File: config.mk
export PLATFORM = sky130hd
export DESIGN_NAME = sipo_frame_rx
export DESIGN_NICKNAME = d
export VERILOG_FILES = /design/src/rtl/sipo_frame_rx.sv
export SDC_FILE = /design/constraint.sdc
export NUM_CORES = 1
export LEC_CHECK = 0
export BUFFER_PORTS_ARGS = -buffer_cell sky130_fd_sc_hd__buf_2
export CORE_ASPECT_RATIO = 1.75
export CORE_MARGIN = 8
export CORE_UTILIZATION = 30
export CTS_CLUSTER_SIZE = 25
export DETAILED_ROUTE_END_ITERATION = 10
export PLACE_DENSITY_LB_ADDON = 0.08
export SYNTH_ARGS = -nofsm -noshare
export SYNTH_HDL_FRONTEND = slang
export SYNTH_SLANG_ARGS = --single-unit
File: constraint.sdc
create_clock -name clk -period 1.5 [get_ports clk]
set_input_delay 0.3 -clock clk [delete_from_list [all_inputs] [get_ports clk]]
set_output_delay 0.3 -clock clk [all_outputs]
set_load 0.02 [all_outputs]
File: src/rtl/sipo_frame_rx.sv
// sipo_frame_rx - serial frame receiver, MSB first.
//   Waits for a start bit (1), then shifts in WIDTH data bits and an optional
//   parity bit. Each received word goes into a one-deep holding register that
//   the consumer drains with a valid/ready handshake.
// Ports:
//   clk, rst          clock, async active-high reset
//   serial_in, bit_en serial line and bit strobe (one bit per strobed edge)
//   data_out          received word
//   data_valid        data_out holds an unconsumed word
//   data_ready        consumer takes the word on data_valid && data_ready
//   parity_err        parity mismatch for the word on data_out
//   overrun           sticky: a completed word was dropped (holding reg full)
//   overrun_clr       synchronous clear of overrun (a new overrun wins)
//   busy              frame in progress
module sipo_frame_rx #(
  parameter int WIDTH      = 8,
  parameter int PARITY_EN  = 1,
  parameter int PARITY_ODD = 0
) (
  input  logic             clk,
  input  logic             rst,
  input  logic             serial_in,
  input  logic             bit_en,
  output logic [WIDTH-1:0] data_out,
  output logic             data_valid,
  input  logic             data_ready,
  output logic             parity_err,
  output logic             overrun,
  input  logic             overrun_clr,
  output logic             busy
);

  localparam int CW = (WIDTH > 2) ? $clog2(WIDTH) : 1;

  typedef enum logic [1:0] {IDLE, DATA, PARITY} state_t;

  state_t           r_state;
  logic [WIDTH-1:0] r_sreg;
  logic [CW-1:0]    r_cnt;
  logic [WIDTH-1:0] r_data;
  logic             r_valid;
  logic             r_perr;
  logic             r_ovr;

  logic [WIDTH-1:0] w_shift;
  logic             w_last_data;
  logic             w_deliver;
  logic             w_can_load;
  logic [WIDTH-1:0] w_word;
  logic             w_exp_par;
  logic             w_perr;

  assign w_shift     = {r_sreg[WIDTH-2:0], serial_in};
  assign w_last_data = bit_en && (r_state == DATA) && (r_cnt == CW'(WIDTH-1));

  // With parity the word is already complete in r_sreg when the parity bit
  // arrives; without it, the word includes the bit sampled on this edge.
  assign w_exp_par = (^r_sreg) ^ (PARITY_ODD != 0);
  assign w_deliver = (PARITY_EN != 0) ? (bit_en && (r_state == PARITY)) : w_last_data;
  assign w_word    = (PARITY_EN != 0) ? r_sreg : w_shift;
  assign w_perr    = (PARITY_EN != 0) ? (serial_in ^ w_exp_par) : 1'b0;

  // The holding register can take a new word if empty or drained this edge.
  assign w_can_load = !r_valid || data_ready;

  always_ff @(posedge clk or posedge rst) begin
    if (rst) begin
      r_state <= IDLE;
      r_sreg  <= '0;
      r_cnt   <= '0;
      r_data  <= '0;
      r_valid <= 1'b0;
      r_perr  <= 1'b0;
      r_ovr   <= 1'b0;
    end else begin
      if (bit_en) begin
        case (r_state)
          IDLE: begin
            if (serial_in) begin
              r_state <= DATA;
              r_cnt   <= '0;
            end
          end
          DATA: begin
            r_sreg <= w_shift;
            r_cnt  <= r_cnt + 1'b1;
            if (w_last_data)
              r_state <= (PARITY_EN != 0) ? PARITY : IDLE;
          end
          PARITY:  r_state <= IDLE;
          default: r_state <= IDLE;
        endcase
      end

      if (w_deliver && w_can_load) begin
        r_data  <= w_word;
        r_perr  <= w_perr;
        r_valid <= 1'b1;
      end else if (r_valid && data_ready) begin
        r_valid <= 1'b0;
      end

      if (w_deliver && !w_can_load) r_ovr <= 1'b1;
      else if (overrun_clr)         r_ovr <= 1'b0;
    end
  end

  assign data_out   = r_data;
  assign data_valid = r_valid;
  assign parity_err = r_perr;
  assign overrun    = r_ovr;
  assign busy       = (r_state != IDLE);

endmodule

Word-level counts from Yosys, hierarchy flattened:

Index checks and enable logic that the tools add are counted.

* input port bits: 6
* logic and storage cells: 41
* register bits: 24

* equal/unequal tests: 5
* multiplexer cells: 9
* bitwise gates (word level): 1
* add/subtract/negate cells: 1
* reduce and logical (&&, ||, !) cells: 18

Operator list (number)
* $reduce_bool 2->1: 4
* $reduce_xor 8->1: 1
* $logic_and 1x1->1: 6
* $pmux 3 s2: 1
* $reduce_and 3->1: 2
* $mux 1: 4
* $mux 2: 2
* $ne 2x2->1 const B: 2
* $pmux 2 s2: 1
* $add 3x1->3 const B: 1
* $eq 3x3->1 const B: 1
* $mux 3: 1
* $eq 2x1->1 const B: 1
* $eq 2x2->1 const B: 1
* $logic_not 1->1: 2
* $logic_not 2->1: 1
* $reduce_and 2->1: 1
* $logic_or 1x1->1: 1
* $xor 1x1->1: 1

Longest topological paths before layout:

Gate-level depths: netlist (run 1).

* word-level depth: 5
* mapped depth: 5
* gate-level depth less buffers: 4

Worst setup path before layout (run 1):

OpenSTA, ideal clock, no wires.

* path type: reg-to-reg
* start: register r_sreg[4]
* end: register r_perr, in the netlist parity_err
* stages on the path, launching flop included: 5
* setup time: 0.125 ns
* arrival: 1.313 ns
* clock period less this slack: 1.438 ns
* setup slack: 0.062 ns
* cells stage by stage: dfrtp_1 xnor2_1 xnor3_1 xnor2_1 mux2_4

* word-level cells in the longest chain between the ends: 2

Ends and longest elaborated chain
* start: declaration: line 38 `logic [WIDTH-1:0] r_sreg;`
* start signal: assignment: line 85 `r_sreg <= w_shift;`
* $reduce_xor 8->1: line 58 `assign w_exp_par = (^r_sreg) ^ (PARITY_ODD != 0);`
* $xor 1x1->1: line 61 `assign w_perr = (PARITY_EN != 0) ? (serial_in ^ w_exp_par) : 1'b0;`
* end signal: assignment: line 97 `r_perr <= w_perr;`
* end: declaration: line 42 `logic r_perr;`

Every way passes these cells.
A chain may end at the register's enable or synchronous reset.

Worst setup path after layout (run 1):

* start: register r_sreg[0]
* end: register r_perr, in the netlist parity_err

The elaborated chain is that of the path after synthesis.

==> flow_summary.yaml, run 1 <==
worst_setup_path:
  ff2ff_setup_slack_ps: 10
  startpoint_type: "flop"
  critPathArrivalTime_ps: 1640
  slowest_stage: "dfrtp_1"
  critPathMaxStageDelay_ps: 430
  crit_path_cell_trace: "xnor2_2 > xnor3_1 > xnor2_1 > mux2_4"
  end_kind: "flop"
  cp_max_fo: 3
  worstPathRequired_ps: 1660
  path_class: "flop to flop"
timing:
  rsz0062_at_grt: "true"
  fin_ws_ps: 14.2
  finalHoldViolCount: 0
  finClkSkew_ps: 6.86
  finalMaxSlewViolations: 0
  max_slew_margin_pct: 73.0
  fin_crit_ps: 1490
  tightest_slew_ps: 404
  setup_viol: 0
  holdWs_ps: 61.6
  finalSetupTns_ps: 0
  period_share_pct: 99.1
  max_freq_mhz: 673
cts:
  cts_tree: "done"
  cts_sinks: 24
  path_clk_slew_ps: 90
  htree_levels: 1
  clockRootBuffer: "clkbuf_8"
  clockBufferDepth: 2
  clk_latency_ps: 260
  cts-buffers-inserted: 3
global_route:
  grt_pass1_vias: 759
  grt.busiest_layer: "met2"
  antenna_found_initial: 0
  grt_max_degree: 25
  use_met3_pct: 1.93
  grtUsageTotal_pct: 8.39
  grt_pass1_wl_um: 3560
  grt.met1_usage_pct: 8.62
  grt.overflow.total: 0
  use_met2_pct: 15.0
die:
  start_util_pct: 31.1
  row_count: 28
  die_y_um: 93.6
  die_w_um: 60.4
  core-area_um2: 3330
  dieArea_um2: 5650
  boundaryPins: 18
synthesis:
  netlist.area_leader.share_pct: 58.1
  yosysWarnings: 0
  syn_avg_cell_area_um2: 11.5
  synth.area.top_cells: "dfrtp_1 (58%), nand2_1 (10%), mux2_2 (8.7%)"
  yosysTopAreaCell: "dfrtp_1"
  seq_area_frac_synth_pct: 58.1
  synthesis.area_um2: 1030
  synth-seq-cells: 24
  synth_cell_types: 21
  synth_fp_nets: 98
  synthCells: 90
place:
  portBuffers: 17
  dp_slack_ps: 32.6
  gp_congestion: 0.643
  dp_hpwl_um: 1520
layout:
  nFillCells: 342
  final_nets: 127
  diodes: 0
  layout-drive-gt1-share_pct: 36.4
  utilization_pct: 39.4
  area_growth_syn_to_layout_pct: 26.8
detailed_routing:
  viasPerCell: 4.25
  wirelength_um: 2050
  routedWlPerCell_um: 12.6
  first_pass_iters: 4
  vias: 693
  drt_first_iter_violations: 8
  drcViolationCount: 0
  drt.antenna.violating_nets: 0
power:
  pwr_density_cell_nw_per_um2: 1860
  p_switching_mw: 0.809
  vdd_drop_max_mv: 0.806
  power.share.combinational_pct: 40.0
  clkPwrFrac_pct: 17.9
  seqPwrFrac_pct: 42.2
  finalPower_mw: 2.44
  internal_power_mw: 1.63
  swShare_pct: 33.2
  leakagePower_nw: 0.713
outcome:
  status: "completed"
job:
  drv_cap: 0
worst_hold_path:
  hp-class: "primary input to async pin"
==> kinds of logic after synthesis <==
kind of cell / share of synthesized area [%]
flip-flops: 58.1
AO/OA/AOI/OAI: 4.72
multiplexers: 11.1
adder cells (fa/ha/maj): 2.42
buffers and inverters: 2.06
AND/OR/NAND/NOR: 14.3
XOR/XNOR: 7.26
==> cell usage after synthesis <==
library cell  instances
and2_1                1
buf_2                 2
xnor3_1               1
mux2i_1               1
nand2b_1              1
nor2b_1               2
xnor2_1               5
and3_1                1
or2_2                 1
nand2_1              28
xor2_1                1
dfrtp_1              24
mux2_4                1
inv_1                 3
mux2_2                8
nand3_1               1
a22o_1                2
o22ai_1               2
a2bb2oi_1             1
o21ai_0               2
ha_1                  2
==> what timing repair did <==
item | CTS | global route
setup endpoints to repair | 1 | 2
hold buffers | 0 | 0
buffers inserted | 0 | 2
resized for setup | 2 | 3
pin swaps | 0 | 2
==> critical path: cells and delay by family (launching register included) <==
| kind | cells | cell delay [ps] |
|---|---|---|
| XOR/XNOR | 3 | 700 |
| flip-flops | 1 | 430 |
| multiplexers | 1 | 250 |
==> power by group through the flow <==
stage          Clock [mW]  Combinational, mW  Sequential, mW
2_1_floorplan           0              0.636            1.07
3_3_place_gp            0              0.941            1.02
3_5_place_dp            0              0.951            1.02
4_1_cts             0.452              0.944            1.02
5_1_grt             0.472               1.11            1.06
6_report            0.435              0.973            1.03
==> worst paths after layout <==
check,startpoint,endpoint,cells after the start
max,r_sreg[0],parity_err,4
min,rst,data_out[1],3
max reg2reg,r_sreg[0],parity_err,4
min reg2reg,data_out[4],data_out[4],1
max in group asynchronous,rst,r_state[1],3
min in group clk,overrun_clr,overrun,2
==> stage by stage <==
step / area (um^2) / std cells
after floorplan: 1030 / 90
after global placement: 1220 / 158
after detailed placement: 1220 / 158
after CTS: 1280 / 161
after global routing: 1310 / 163
final: 1310 / 163
==> placed cells by master (no fill, tap or decap), drive strengths merged <==
cell      n
and2      1
o22ai     2
nand3     1
dfrtp    24
and3      1
xor2      1
nor2b     2
ha        2
clkbuf    4
a2bb2oi   1
mux2i     1
or2       1
xnor2     5
nand2    28
nand2b    1
o21ai     2
buf      26
inv       3
xnor3     1
a22o      2
mux2      9
==> state kept, by name (all words and copies together) (netlist names) <==
signal / cells
r_cnt: 3
parity_err: 1
r_state: 2
r_sreg: 8
data_valid: 1
overrun: 1
data_out: 8
==> per-layer routing <==
layer  routed length, um  share of wire, %
met5                   0                 0
met4                  29               1.4
met3                  68               3.3
met2                1080                52
met1                 878                43
==> cell type report <==
cell class	count	area (um^2)	area share (%)
flip-flops and latches	24	602	45.9
multi-input cells	61	427	32.6
repair buffers	26	159	12.1
well taps	45	56.3	4.30
clock buffers	4	55.1	4.20
inverters	3	11.3	0.860
(Power assumes the default switching activity.)
==> inputs of run 2 (changes only) <==
--- a/config.mk
+++ b/config.mk
@@ -5,12 +5,13 @@
 export SDC_FILE = /design/constraint.sdc
 export NUM_CORES = 1
 export LEC_CHECK = 0
-export BUFFER_PORTS_ARGS = -buffer_cell sky130_fd_sc_hd__buf_2
+export ABC_AREA = 1
 export CORE_ASPECT_RATIO = 1.75
 export CORE_MARGIN = 8
 export CORE_UTILIZATION = 30
 export CTS_CLUSTER_SIZE = 25
 export DETAILED_ROUTE_END_ITERATION = 10
+export DONT_BUFFER_PORTS = 1
 export PLACE_DENSITY_LB_ADDON = 0.08
 export SYNTH_ARGS = -nofsm -noshare
 export SYNTH_HDL_FRONTEND = slang
==> run 2 against run 1 <==
Net effect: via count is 14% higher; utilization is 5.1 points lower; synthesized cell count is 39% higher; design area is 7.1% lower; first-iteration DRC count is 13% higher; sequential cell count stayed put; non-clock buffer count is 23 lower; clock power is 2% higher; critical path depth is 2 lower; critical endpoint is now busy; clock-buffer cell count stayed put; sequential share of layout area is 3.4 points higher; setup slack better by 220 ps.
==> flow_summary.yaml, run 2 <==
synthesis:
  yosysMostFrequentCell: "nand2_1"
  yosysWarnings: 0
  syn_avg_cell_area_um2: 8.77
  synth_cell_types: 16
  synth-seq-cells: 24
  synthCells: 125
  yosysTopAreaCell: "dfrtp_1"
  synth_async_sr_flop_share_pct: 100
  synth_flop_cell: "dfrtp_1"
  synth.area.top_cells: "dfrtp_1 (55%), nand2_1 (14%), inv_1 (7.5%)"
  netlist.area_leader.share_pct: 54.8
  synth_common_cells: "nand2_1 (41), dfrtp_1 (24), inv_1 (22)"
  synth_edf_count: 0
  seq_area_frac_synth_pct: 54.8
  synth_fp_nets: 133
  synthesis.area_um2: 1100
worst_setup_path:
  worstPathRequired_ps: 1200
  cp_max_fo: 5
  critPathBufInv: 1
  critPathMaxStageDelay_ps: 390
  path_class: "flop to primary output"
  slowest_stage: "dfrtp_1"
  critical_path.top_delay_family: "flip-flops"
  startpoint_type: "flop"
  critPathArrivalTime_ps: 970
  crit_path_cell_trace: "inv_1 > nand2_1"
  end_kind: "primary output"
timing:
  max_slew_margin_pct: 76.1
  finalMaxSlewViolations: 0
  rsz0062_at_grt: "false"
  fin_crit_ps: 1270
  setup_viol: 0
  period_share_pct: 84.3
  finalHoldViolCount: 0
  finalSetupTns_ps: 0
  finClkSkew_ps: 2.64
  tightest_slew_ps: 358
  max_freq_mhz: 790
global_route:
  grtUsageTotal_pct: 8.07
  antenna_found_initial: 0
  grt.overflow.total: 0
  grt_pass1_vias: 795
  grt_pass1_wl_um: 3550
  grt_max_degree: 25
cts:
  cts_tree: "done"
  clockBufferDepth: 2
  cts-buffers-inserted: 3
  path_clk_slew_ps: 80
  cts_sinks: 24
  htree_levels: 1
  clk_latency_ps: 270
  clockRootBuffer: "clkbuf_8"
  cts_setup_buffers: 0
detailed_routing:
  wirelength_um: 2090
  drcViolationCount: 0
  viasPerCell: 4.47
  drt.antenna.violating_nets: 0
  routedWlPerCell_um: 11.9
  first_pass_iters: 2
  drt_first_iter_violations: 9
  vias: 787
layout:
  nFillCells: 406
  area_growth_syn_to_layout_pct: 11.1
  mostFrequentLayoutCell: "nand2_1"
  seq_area_um2: 601
  final_nets: 139
  diodes: 0
  final_cell_mix: "nand2_1 (41), dfrtp_1 (24), inv_1 (22)"
  multi_input_area_um2: 393
  layout-drive-gt1-share_pct: 13.8
job:
  drv_cap: 0
place:
  portBuffers: 0
  gp_congestion: 0.663
  dp_hpwl_um: 1560
power:
  pwr_density_cell_nw_per_um2: 1550
  finalPower_mw: 1.89
  vdd_drop_max_mv: 0.675
  leakagePower_nw: 0.615
die:
  die_y_um: 96.0
  row_count: 29
  die_w_um: 61.7
  dieArea_um2: 5920
  core-area_um2: 3560
  boundaryPins: 18
  start_util_pct: 30.8
outcome:
  status: "completed"
worst_hold_path:
  hp-class: "primary input to flop"
## run 2: where the power goes
part           switching (mW)  internal (mW)  leakage [nW]
Combinational           0.333          0.182         0.265
Clock                   0.208          0.234        0.0288
Sequential              0.141          0.792         0.321
## run 2: per-stage QoR
step,setup slack (ps),area [um^2],instances,util (%),hold slack (ps)
after floorplan,369,1100,125,-,315
after global placement,258,1150,171,32.4,265
after detailed placement,267,1150,171,32.4,267
after CTS,213,1220,176,34.2,109
after global routing,127,1220,176,34.2,108
final,235,1220,176,34.2,116
## run 2: routing by layer
| metal | vias up | global-route usage [%] | share of wire (%) |
|---|---|---|---|
| met5 | - | 0 | 0 |
| met4 | 0 | 4.59 | 2.3 |
| met3 | 5 | 2.95 | 6.9 |
| met2 | 13 | 13.9 | 50 |
| met1 | 370 | 7.92 | 40 |
| li1 | 399 | - | - |
## run 2: cell families (layout without fill, tap and decap cells)
family                   Yosys count  count (layout)  share of synthesized area, %
AO/OA/AOI/OAI                     23              23                          13.7
XOR/XNOR                           1               1                         0.799
adder cells (fa/ha/maj)            2               2                          2.28
buffers and inverters             25              30                          9.36
flip-flops                        24              24                          54.8
AND/OR/NAND/NOR                   50              50                          19.1
## run 2: final timing paths
path,from,to,slack [ps],depth (start not counted)
max,r_state[1],busy,230,2
min,bit_en,r_state[1],120,1
max reg2reg,r_state[0],data_out[0],270,6
min reg2reg,r_cnt[1],r_cnt[1],500,2
max in group asynchronous,rst,r_sreg[5],740,3
min in group asynchronous,rst,overrun,520,3
## run 2: timing repair
| item | CTS | global route |
|---|---|---|
| resized for setup | 0 | 0 |
| hold buffers | 1 | 0 |
| endpoints found under the hold margin | 24 | 0 |
## run 2: layout make-up
cell class,count,area share [%]
Clock buffer,4,4.52
Tap cell,46,4.73
Multi-Input combinational cell,76,32.3
Inverter,23,7.09
Timing Repair Buffer,3,2.06
Sequential cell,24,49.3
==> inputs of run 3 (changes only) <==
==> constraint.sdc (replaced) <==
create_clock -name clk -period 1.09 [get_ports clk]
set_input_delay 0.218 -clock clk [delete_from_list [all_inputs] [get_ports clk]]
set_output_delay 0.218 -clock clk [all_outputs]
set_load 0.02 [all_outputs]
==> run 3 against run 2 <==
Net effect: the flow now finishes with violations (setup timing); hold slack lost 89 ps; critical path type unchanged; sequential cell count unchanged; design area grew 29%; largest cell class unchanged; clock skew is 0.69 ps lower; clock-buffer cell count unchanged.
==> flow_summary.yaml, run 3 (synthesis results as in run 2) <==
global_route:
  grt_pass1_wl_um: 4040
  grt_pass1_vias: 893
  grt_max_degree: 25
  grtUsageTotal_pct: 8.96
  grt.overflow.total: 0
  antenna_found_initial: 0
worst_hold_path:
  hp-start: "bit_en"
  whs_endpoint: "r_state[1]"
  hp-class: "primary input to flop"
  worstHoldPathCells: 1
detailed_routing:
  viasPerCell: 4.49
  routedWlPerCell_um: 11.9
  vias: 911
  drcViolationCount: 0
  first_pass_iters: 4
  wirelength_um: 2410
  drt_first_iter_violations: 27
  drt.antenna.violating_nets: 0
layout:
  multi_input_area_um2: 490
  final_cell_mix: "nand2_1 (23), dfrtp_1 (23), buf_4 (23)"
  diodes: 0
  area_growth_syn_to_layout_pct: 43.5
  utilization_pct: 44.2
  final_area_um2: 1570
  final_nets: 166
  nFillCells: 386
  seq_area_um2: 602
  layout-drive-gt1-share_pct: 49.7
die:
  die_w_um: 61.7
  core-area_um2: 3560
  die_y_um: 96.0
  row_count: 29
  dieArea_um2: 5920
  boundaryPins: 18
  start_util_pct: 30.8
worst_setup_path:
  crit_path_cell_trace: "inv_2 > buf_6 > nand2_4"
  path_class: "flop to primary output"
  r2r_end: "parity_err"
  cp_max_fo: 4
  slowest_stage: "dfrtp_1"
  worstPathRequired_ps: 870
  critPathArrivalTime_ps: 920
  end_kind: "primary output"
  startpoint_type: "flop"
  timing.rr.start: "r_sreg[3]"
  ff2ff_setup_slack_ps: -40
  critPathMaxStageDelay_ps: 390
  reg2reg_depth: 10
cts:
  cts_tree: "done"
  path_clk_slew_ps: 80
  clockBufferDepth: 2
  htree_levels: 1
  clockRootBuffer: "clkbuf_8"
  cts_sinks: 24
  clk_latency_ps: 270
  cts-buffers-inserted: 3
power:
  pwr_density_cell_nw_per_um2: 2010
  leakagePower_nw: 0.766
  vdd_drop_max_mv: 1.10
  finalPower_mw: 3.16
timing:
  fin_ws_ps: -46.3
  fin_crit_ps: 1140
  period_share_pct: 104
  setup_viol: 2
  max_slew_margin_pct: 79.0
  finalMaxSlewViolations: 0
  rsz0062_at_grt: "true"
  finalHoldViolCount: 0
  tightest_slew_ps: 315
  finClkSkew_ps: 1.95
  max_freq_mhz: 880
place:
  gp_congestion: 0.685
  portBuffers: 0
  place_area_um2: 1300
  dp_hpwl_um: 1680
outcome:
  status: "finished, violations left"
  violations: "setup timing"
job:
  drv_cap: 0
[run 3: cell count changes in the layout (fill, tap and decap cells not counted), sizes merged]
cell	delta
clkbuf	+1
buf	+26
[run 3: layer usage]
| metal | wire (um) | track usage (%) |
|---|---|---|
| met5 | 0 | 0 |
| met2 | 1310 | 15.6 |
| met1 | 944 | 9.56 |
| met3 | 103 | 2.01 |
| met4 | 48 | 4.59 |
[run 3: worst max path at each step]
| stage | from | end | slack, ps | cells past startpoint |
|---|---|---|---|---|
| 6_report | r_state[1] | busy | -50 | 3 |
| 5_1_grt | r_sreg[3] | parity_err | -110 | 10 |
| 4_1_cts | r_state[0] | busy | -50 | 3 |
| 3_5_place_dp | r_state[0] | r_state[0] | -50 | 3 |
| 3_3_place_gp | r_cnt[0] | r_state[1] | -40 | 6 |
| 2_1_floorplan | r_state[0] | data_out[0] | -20 | 7 |
[run 3: layout make-up]
| type | instances | area share [%] |
|---|---|---|
| flip-flops and latches | 24 | 38.3 |
| multi-input cells | 76 | 31.2 |
| repair buffers | 30 | 17.9 |
| inverters | 23 | 5.49 |
| well taps | 46 | 3.66 |
| clock buffers | 4 | 3.50 |
[run 3: where the power goes]
group	internal [mW]	switching, mW
clock network	0.323	0.287
logic	0.632	0.619
registers	1.09	0.213
[run 3: worst max-delay path: cells and delay by family (launching register included)]
kind                   cells  cell delay, ps
and+or+nand+nor            1              70
buffers and inverters      2             190
DFF                        1             390
[run 3: what timing repair did]
item                                    CTS  global route
endpoints found under the setup margin   15            20
pin swaps                                 2            11
endpoints found under the hold margin    24             0
gates cloned                              0             1
buffers inserted                          4             6
hold buffers                              1             0
resized for setup                        17            30
[run 3: metrics by stage]
stage | worst slack, ps | std cells | hold WS (ps) | setup TNS (ps)
after detailed placement | -54.7 | 187 | 185 | -189
after global placement | -43.4 | 187 | 181 | -49.2
after global routing | -114 | 203 | 6.71 | -820
after floorplan | -17.9 | 125 | 233 | -17.9
final | -46.3 | 203 | 27.1 | -88.4
after CTS | -50.8 | 196 | 20.8 | -234
